## src/rtl/cdf_lut_gen.sv

```systemverilog
// cdf_lut_gen: builds a 256-entry histogram-equalisation LUT from a
// histogram, one bin per 12 cycles; optional bin clear (CDFLUT_HIST_CLEAR_EN).
// Ports: clk, reset_n, start, total_pixels, hist_rd_en/addr/data,
// hist_clr_we (macro only), busy, done, lut_rd_addr, lut_rd_data.
module cdf_lut_gen (
  input  logic        clk,
  input  logic        reset_n,
  input  logic        start,
  input  logic [31:0] total_pixels,
  output logic        hist_rd_en,
  output logic [7:0]  hist_rd_addr,
  input  logic [31:0] hist_rd_data,
`ifdef CDFLUT_HIST_CLEAR_EN
  output logic        hist_clr_we,
`endif
  output logic        busy,
  output logic        done,
  input  logic [7:0]  lut_rd_addr,
  output logic [7:0]  lut_rd_data
);

  typedef enum logic [2:0] {
    S_IDLE, S_RD, S_WAIT, S_ACC, S_DIV, S_WR, S_FIN
  } state_t;

  state_t      state, state_nx;
  logic [7:0]  k;
  logic [31:0] n_q;
  logic [31:0] cnt_q;
  logic [31:0] cdf;
  logic [31:0] cdf_min;
  logic        min_found;
  logic [39:0] rem;
  logic [31:0] dsr;
  logic [7:0]  quo;
  logic [2:0]  it;
  logic [7:0]  lut_mem [256];

  // values the bin accumulation produces, used to seed the divider
  logic [31:0] cdf_nx;
  logic        min_hit;
  logic [31:0] min_nx;
  logic [31:0] den_nx;
  logic [39:0] num_nx;
  logic [39:0] trial;
  logic        ge;
  logic [7:0]  wr_val;

  always_comb begin
    cdf_nx  = cdf + cnt_q;
    min_hit = !min_found && (cnt_q != 32'd0);
    min_nx  = min_hit ? cnt_q : cdf_min;
    den_nx  = n_q - min_nx;
    num_nx  = {8'd0, cdf_nx - min_nx} * 40'd255
            + {8'd0, den_nx >> 1};
  end

  // one restoring step per cycle, MSB of quotient first
  assign trial = {8'd0, dsr} << it;
  assign ge    = rem >= trial;

  always_comb begin
    if (!min_found)
      wr_val = 8'd0;
    else if (dsr == 32'd0)
      wr_val = k;
    else if (cdf > n_q)
      wr_val = 8'd255;
    else
      wr_val = quo;
  end

  always_ff @(posedge clk or negedge reset_n) begin
    if (!reset_n)
      state <= S_IDLE;
    else
      state <= state_nx;
  end

  always_comb begin
    state_nx = state;
    unique case (state)
      S_IDLE: if (start) state_nx = S_RD;
      S_RD:   state_nx = S_WAIT;
      S_WAIT: state_nx = S_ACC;
      S_ACC:  state_nx = S_DIV;
      S_DIV:  if (it == 3'd0) state_nx = S_WR;
      S_WR:   state_nx = (k == 8'd255) ? S_FIN : S_RD;
      S_FIN:  state_nx = S_IDLE;
      default: state_nx = S_IDLE;
    endcase
  end

  always_comb begin
    busy       = 1'b0;
    done       = 1'b0;
    hist_rd_en = 1'b0;
`ifdef CDFLUT_HIST_CLEAR_EN
    hist_clr_we = 1'b0;
`endif
    unique case (state)
      S_IDLE: ;
      S_RD: begin
        busy       = 1'b1;
        hist_rd_en = 1'b1;
      end
      S_ACC: begin
        busy = 1'b1;
`ifdef CDFLUT_HIST_CLEAR_EN
        hist_clr_we = 1'b1;
`endif
      end
      S_WAIT, S_DIV, S_WR: busy = 1'b1;
      S_FIN:  done = 1'b1;
      default: ;
    endcase
  end

  assign hist_rd_addr = k;

  always_ff @(posedge clk or negedge reset_n) begin
    if (!reset_n) begin
      k         <= 8'd0;
      n_q       <= 32'd0;
      cnt_q     <= 32'd0;
      cdf       <= 32'd0;
      cdf_min   <= 32'd0;
      min_found <= 1'b0;
      rem       <= 40'd0;
      dsr       <= 32'd0;
      quo       <= 8'd0;
      it        <= 3'd0;
    end else begin
      unique case (state)
        S_IDLE: if (start) begin
          k         <= 8'd0;
          cdf       <= 32'd0;
          cdf_min   <= 32'd0;
          min_found <= 1'b0;
          n_q       <= total_pixels;
        end
        S_WAIT: cnt_q <= hist_rd_data;
        S_ACC: begin
          cdf       <= cdf_nx;
          cdf_min   <= min_nx;
          min_found <= min_found | min_hit;
          rem       <= num_nx;
          dsr       <= den_nx;
          quo       <= 8'd0;
          it        <= 3'd7;
        end
        S_DIV: begin
          if (ge) rem <= rem - trial;
          quo <= {quo[6:0], ge};
          it  <= it - 3'd1;
        end
        // wraps to 0 after the last bin
        S_WR: k <= k + 8'd1;
        default: ;
      endcase
    end
  end

  always_ff @(posedge clk) begin
    if (state == S_WR)
      lut_mem[k] <= wr_val;
  end

  always_ff @(posedge clk or negedge reset_n) begin
    if (!reset_n)
      lut_rd_data <= 8'd0;
    else
      lut_rd_data <= lut_mem[lut_rd_addr];
  end

endmodule

```

## config.mk

```make
export PLATFORM = sky130hd
export DESIGN_NAME = cdf_lut_gen
export DESIGN_NICKNAME = d
export VERILOG_FILES = /design/src/rtl/cdf_lut_gen.sv
export SDC_FILE = /design/constraint.sdc
export NUM_CORES = 2
export LEC_CHECK = 0
export ABC_CLOCK_PERIOD_IN_PS = 8700
export CORE_MARGIN = 1
export CORE_UTILIZATION = 57
export DETAILED_ROUTE_END_ITERATION = 10
export PLACE_DENSITY = 0.76
export SYNTH_ARGS = -nofsm -noshare
export SYNTH_HDL_FRONTEND = slang
export SYNTH_SLANG_ARGS = --single-unit
```

## constraint.sdc

```tcl
create_clock -name clk -period 8.7 [get_ports clk]
set_input_delay 1.305 -clock clk [delete_from_list [all_inputs] [get_ports clk]]
set_output_delay 1.305 -clock clk [all_outputs]
set_load 0.005 [all_outputs]
```

## After elaboration in Yosys (flattened, before gate mapping)

Memories as Yosys holds them, arrays and structs flattened. A register that Yosys moved wholly into a read port is not among the register bits.
Cells that the tools add are included.

| cells by class | value |
|---|---|
| $add $sub $neg | 7 |
| multiply operators | 1 |
| magnitude comparators | 2 |
| eq/ne operators | 10 |
| shift-type cells | 1 |
| mux-type cells | 24 |
| bitwise logic cells | 1 |
| reductions and logical operators | 16 |

Operators by type and width:

| operator | count |
|---|---|
| $pmux 32 s2 | 2 |
| $pmux 40 s2 | 1 |
| $mux 32 | 2 |
| $sub 32x32->32 | 2 |
| $add 40x31->40 | 1 |
| $ge 40x40->1 | 1 |
| $mul 32x8->40 const B | 1 |
| $mux 40 | 1 |
| $shl 32x3->40 | 1 |
| $sub 40x40->40 | 1 |
| $add 32x32->32 | 1 |
| $gt 32x32->1 | 1 |
| $logic_not 32->1 | 1 |
| $mux 8 | 4 |
| $pmux 8 s2 | 2 |
| $reduce_bool 32->1 | 1 |
| $pmux 3 s6 | 1 |
| $reduce_and 2->1 | 5 |
| $eq 3x3->1 const B | 3 |
| $mux 3 | 3 |
| $add 8x1->8 const B | 1 |
| $eq 8x8->1 const B | 1 |
| $eq 3x2->1 const B | 2 |
| $logic_not 3->1 | 2 |
| other kinds (11) | 21 |

| word-level totals | value |
|---|---|
| register bits | 223 |
| bits in writable memories | 2,048 |
| output and inout bits | 19 |
| memories | 1 |

Memories:

| name | words | bits a word | rd ports | clocked after memory_dff | wr ports | RTL line | source |
|---|---|---|---|---|---|---|---|
| lut_mem | 256 | 8 | 1 | 1 | 1 | 37 | `logic [7:0] lut_mem [256];` |

## Longest topological paths before layout

| logic depth | value |
|---|---|
| word-level depth | 7 |
| depth in mapped cells | 43 |
| mapped depth without buffers | 42 |

## Worst setup path before layout

Ideal clock, no wire load.

| path | value |
|---|---|
| path type | register -> register |
| start point | register cnt_q[4] |
| end point | register rem[39] |
| arrival time | 8.642 ns |
| slack | -0.066 ns |
| cell stages (with the launch flop) | 37 |
| buffers on the path | 2 |
| path through | dfrtp_1 nor4_1 nand4_1 nor2_1 or2_2 clkbuf_1 buf_1 mux2i_1 ha_1 a21o_1 a21o_1 o41a_1 a211oi_1 o21ba_2 a21oi_1 o41ai_1 o21bai_1 a21o_1 xor2_1 fa_1 inv_1 fa_1 inv_1 fa_1 inv_1 fa_1 inv_1 ha_1 a21o_1 a21o_1 a21o_1 a21o_1 a21oi_1 o21ai_1 a221oi_1 xnor2_1 a211o_1 |

| between the ends | value |
|---|---|
| word-level cells in the longest chain between the ends | 7 |
| elaborated cells on any way between the ends | 9 |

RTL lines:

| what | RTL line | source |
|---|---|---|
| from (decl) | 29 | `logic [31:0] cnt_q;` |
| from (signal assigned) | 142 | `S_WAIT: cnt_q <= hist_rd_data;` |
| branches (longest 5 deep; another with $mul 32x8->40) | n/a |  |
| $add 40x31->40 * | 55 | `+ {8'd0, den_nx >> 1};` |
| $pmux 40 s2 * | 134 | `unique case (state)` |
| to (signal assigned) | 147 | `rem <= num_nx;` |
| to (signal assigned) | 153 | `if (ge) rem <= rem - trial;` |
| to (decl) | 33 | `logic [39:0] rem;` |

Mark *: on every way between the ends.
A chain may end at the register's enable or synchronous reset.

## Worst setup path in the final report

| path | value |
|---|---|
| start point | register cdf[0] |
| end point | register rem[39] |

| between the ends | value |
|---|---|
| word-level cells in the longest chain between the ends | 5 |

RTL lines:

| what | RTL line | source |
|---|---|---|
| from (decl) | 30 | `logic [31:0] cdf;` |
| from (signal assigned) | 144 | `cdf <= cdf_nx;` |
| $add 32x32->32 | 50 | `cdf_nx = cdf + cnt_q;` |
| $sub 32x32->32 | 54 | `num_nx = {8'd0, cdf_nx - min_nx} * 40'd255` |
| $mul 32x8->40 | 54 |  |
| $add 40x31->40 | 55 |  |
| $pmux 40 s2 | 134 |  |

Every way passes these cells.

==> results.yml <==
routing:
  via_per_inst: 6.56
  via_count: 59131
  wl_per_cell_um: 30.5
  dr.pass1.iters: 7
  antenna_left: 0
  drt-total-wl_um: 275000
  detail_route.iter0.violations: 7227
  drcViolationCount: 0
clocking:
  htree_levels: 4
  clk_pin_slew_ps: 60
  root_buffer: "clkbuf_16"
  clk_latency_ps: 920
  cts_tree: "done"
  cts_buffers: 219
  clockBufferDepth: 3
  clock-sinks: 2279
synth:
  synth-compound-area-share_pct: 4.47
  synthMuxAreaShare_pct: 16.4
  synth.net_count: 6403
  synth_ff_type: "edfxtp_1"
  synth_simple_gate_area_share_pct: 3.93
  yosys_warnings: 0
  synth_seq_cells: 2279
  avgSynthCellArea_um2: 17.4
  synth_cell_types: 87
  ys_seq_area_share_pct: 65.2
  synth-edff-count: 2048
  synth_top_family_by_area: "multiplexers"
  synth_xor_area_share_pct: 1.53
  synth_area_mm2: 0.103
  synthAdderAreaFrac_pct: 6.21
  synthCells: 5917
  ys_async_sr_fraction_pct: 10.1
sta:
  slew_headroom_pct: -7.05
  rsz0062_at_grt: "true"
  finalSetupViolCount: 1
  worst_slew_pin_slew_ps: 1610
  setup_ws_ps: -16.0
  period_needed_ps: 8720
  fin_worst_skew_ps: 98.2
  fmax_mhz: 115
  drv_slew: 83
  min_period_over_period_pct: 100
  hold_violations: 0
floorplanning:
  die_width_um: 427
  start_util_pct: 57.6
  io_pins: 94
  core_area_mm2: 0.179
  dieArea_mm2: 0.183
  num_rows: 155
  die_h_um: 427
min_path:
  worst_hold_path_type: "reg2reg"
layout:
  layout_common_cells: "edfxtp_1 (2048), mux4_2 (702), buf_4 (473), nor2_1 (386), inv_1 (291)"
  finalNonFillerCells: 9020
  final_common_cell: "edfxtp_1"
  ff_latch_area_mm2: 0.0673
  fill_cells: 11369
  drive_gt1_share_pct: 27.1
  fin_area_mm2: 0.119
  multi_input_area_mm2: 0.0349
  syn_to_final_growth_pct: 14.9
  final_core_util_pct: 66.2
  fin_nets: 6942
critical_path:
  cpMostUsedCell: "a21o_1"
  crit_path_max_incr_delay_ps: 530
  start_kind: "register"
  end_kind: "register"
  slowest_stage: "fa_1"
  path_buf_inv: 8
  cp.arrival_ps: 9450
  critPathMaxFanout: 3
  crit_type: "reg2reg"
  required_ps: 9440
  cp_top_family: "compound AO/OA/AOI/OAI gates"
global_route:
  grtUsageTotal_pct: 30.2
  grt_max_degree: 257
  grt_pass1_wl_um: 400000
  grt_overflow: 0
  antenna_found_initial: 18
  grt_pass1_vias: 59643
place:
  port_buffers: 93
  numPlacedInstances: 8547
  hpwl_um: 158000
  dpl_cell_area_mm2: 0.110
  gp_congestion: 0.890
flow_run:
  cap_violations: 0
run_status:
  failed_checks: "max-slew violations, negative setup slack"
  outcome: "finished, violations left"
==> path summary, 6_finish.rpt <==
| check | cells after the start | start | slack, ps | endpoint |
|---|---|---|---|---|
| max reg2reg | 42 | cdf[0] | -20 | rem[39] |
| min in group asynchronous | 1 | reset_n | 520 | cnt_q[7] |
| max in group asynchronous | 2 | reset_n | 6860 | it[0] |
| min reg2reg | 2 | cdf_min[29] | 480 | cdf_min[29] |
| min | 2 | cdf_min[29] | 480 | cdf_min[29] |
| max | 42 | cdf[0] | -20 | rem[39] |
==> sequential cells by signal, summed over array words and instances (netlist names) <==
register / count
state: 3
cnt_q: 32
cdf: 32
rem: 40
min_found: 1
n_q: 32
hist_rd_addr: 8
lut_rd_data: 8
lut_mem: 2048
cdf_min: 32
it: 3
dsr: 32
quo: 8
==> through the flow <==
step	hold slack [ps]	TNS [ps]	setup WS, ps
2_1_floorplan	450	0	85.6
3_5_place_dp	475	-4680	-471
5_1_grt	509	-3580	-476
4_1_cts	486	0	3.22
6_report	482	-16.0	-16.0
3_3_place_gp	464	-3020	-439
==> worst register-to-register path, delay by kind of cell, from the launching register on <==
kind                     cells  cell delay [ps]
AO/OA/AOI/OAI               21             3770
XOR/XNOR                     3              460
adder cells (fa/ha/maj)      8             3140
buffers and inverters        8              660
flip-flops                   1              360
AND/OR/NAND/NOR              2              220
==> cell usage after synthesis, drive strengths merged, types with 21 or more instances <==
master     n  share of area [%]
a21o     107               0.78
a21oi    192               0.93
a22o      39               0.33
a31oi     21               0.13
and3      21               0.13
buf       89               0.42
clkbuf   185               0.67
dfrtp    231                5.6
edfxtp  2048                 60
fa       165                3.2
ha       246                3.0
inv      318                1.2
mux2      39               0.43
mux2i     66               0.64
mux4     702                 15
nand2    297                1.1
nand2b    21               0.13
nand3     32               0.16
nand4     34               0.21
nor2     390                1.4
nor2b     38               0.23
nor3      26               0.13
o21ai    200               0.97
o21bai    30               0.22
xnor2    115                1.0
xor2      62               0.53
==> cells by family after synthesis <==
kind of cell	after synthesis
flops	2279
fa+ha+maj	414
simple gates	927
mux	807
compound gates	720
xor+xnor	177
buf+inv	593
==> repair_timing <==
action / in CTS / in global routing
pin swaps: 24 / 131
gates resized for setup: 48 / 208
buffers inserted: 6 / 41
hold buffers: 0 / 0
setup endpoints to repair: 17 / 20
==> cell type report <==
type / count / share of cell area (%)
antenna: 16 / 0.0338
clock buffer: 267 / 4.86
clock inverter: 147 / 1.28
inverter: 319 / 1.01
multi-input combinational: 3045 / 29.4
sequential: 2279 / 56.7
tap: 2355 / 2.49
timing repair buffer: 592 / 4.16
==> layer usage <==
metal | up-vias | wire, um | GRT usage [%]
li1 | 24333 | - | -
met3 | 672 | 28100 | 6.72
met2 | 3460 | 131000 | 47.1
met4 | 10 | 11700 | 12.1
met1 | 30656 | 104000 | 41.8
met5 | - | 70 | 0
Power is not shown: default switching activity piles up to over one toggle a cycle in this logic, so the estimate is an artifact.
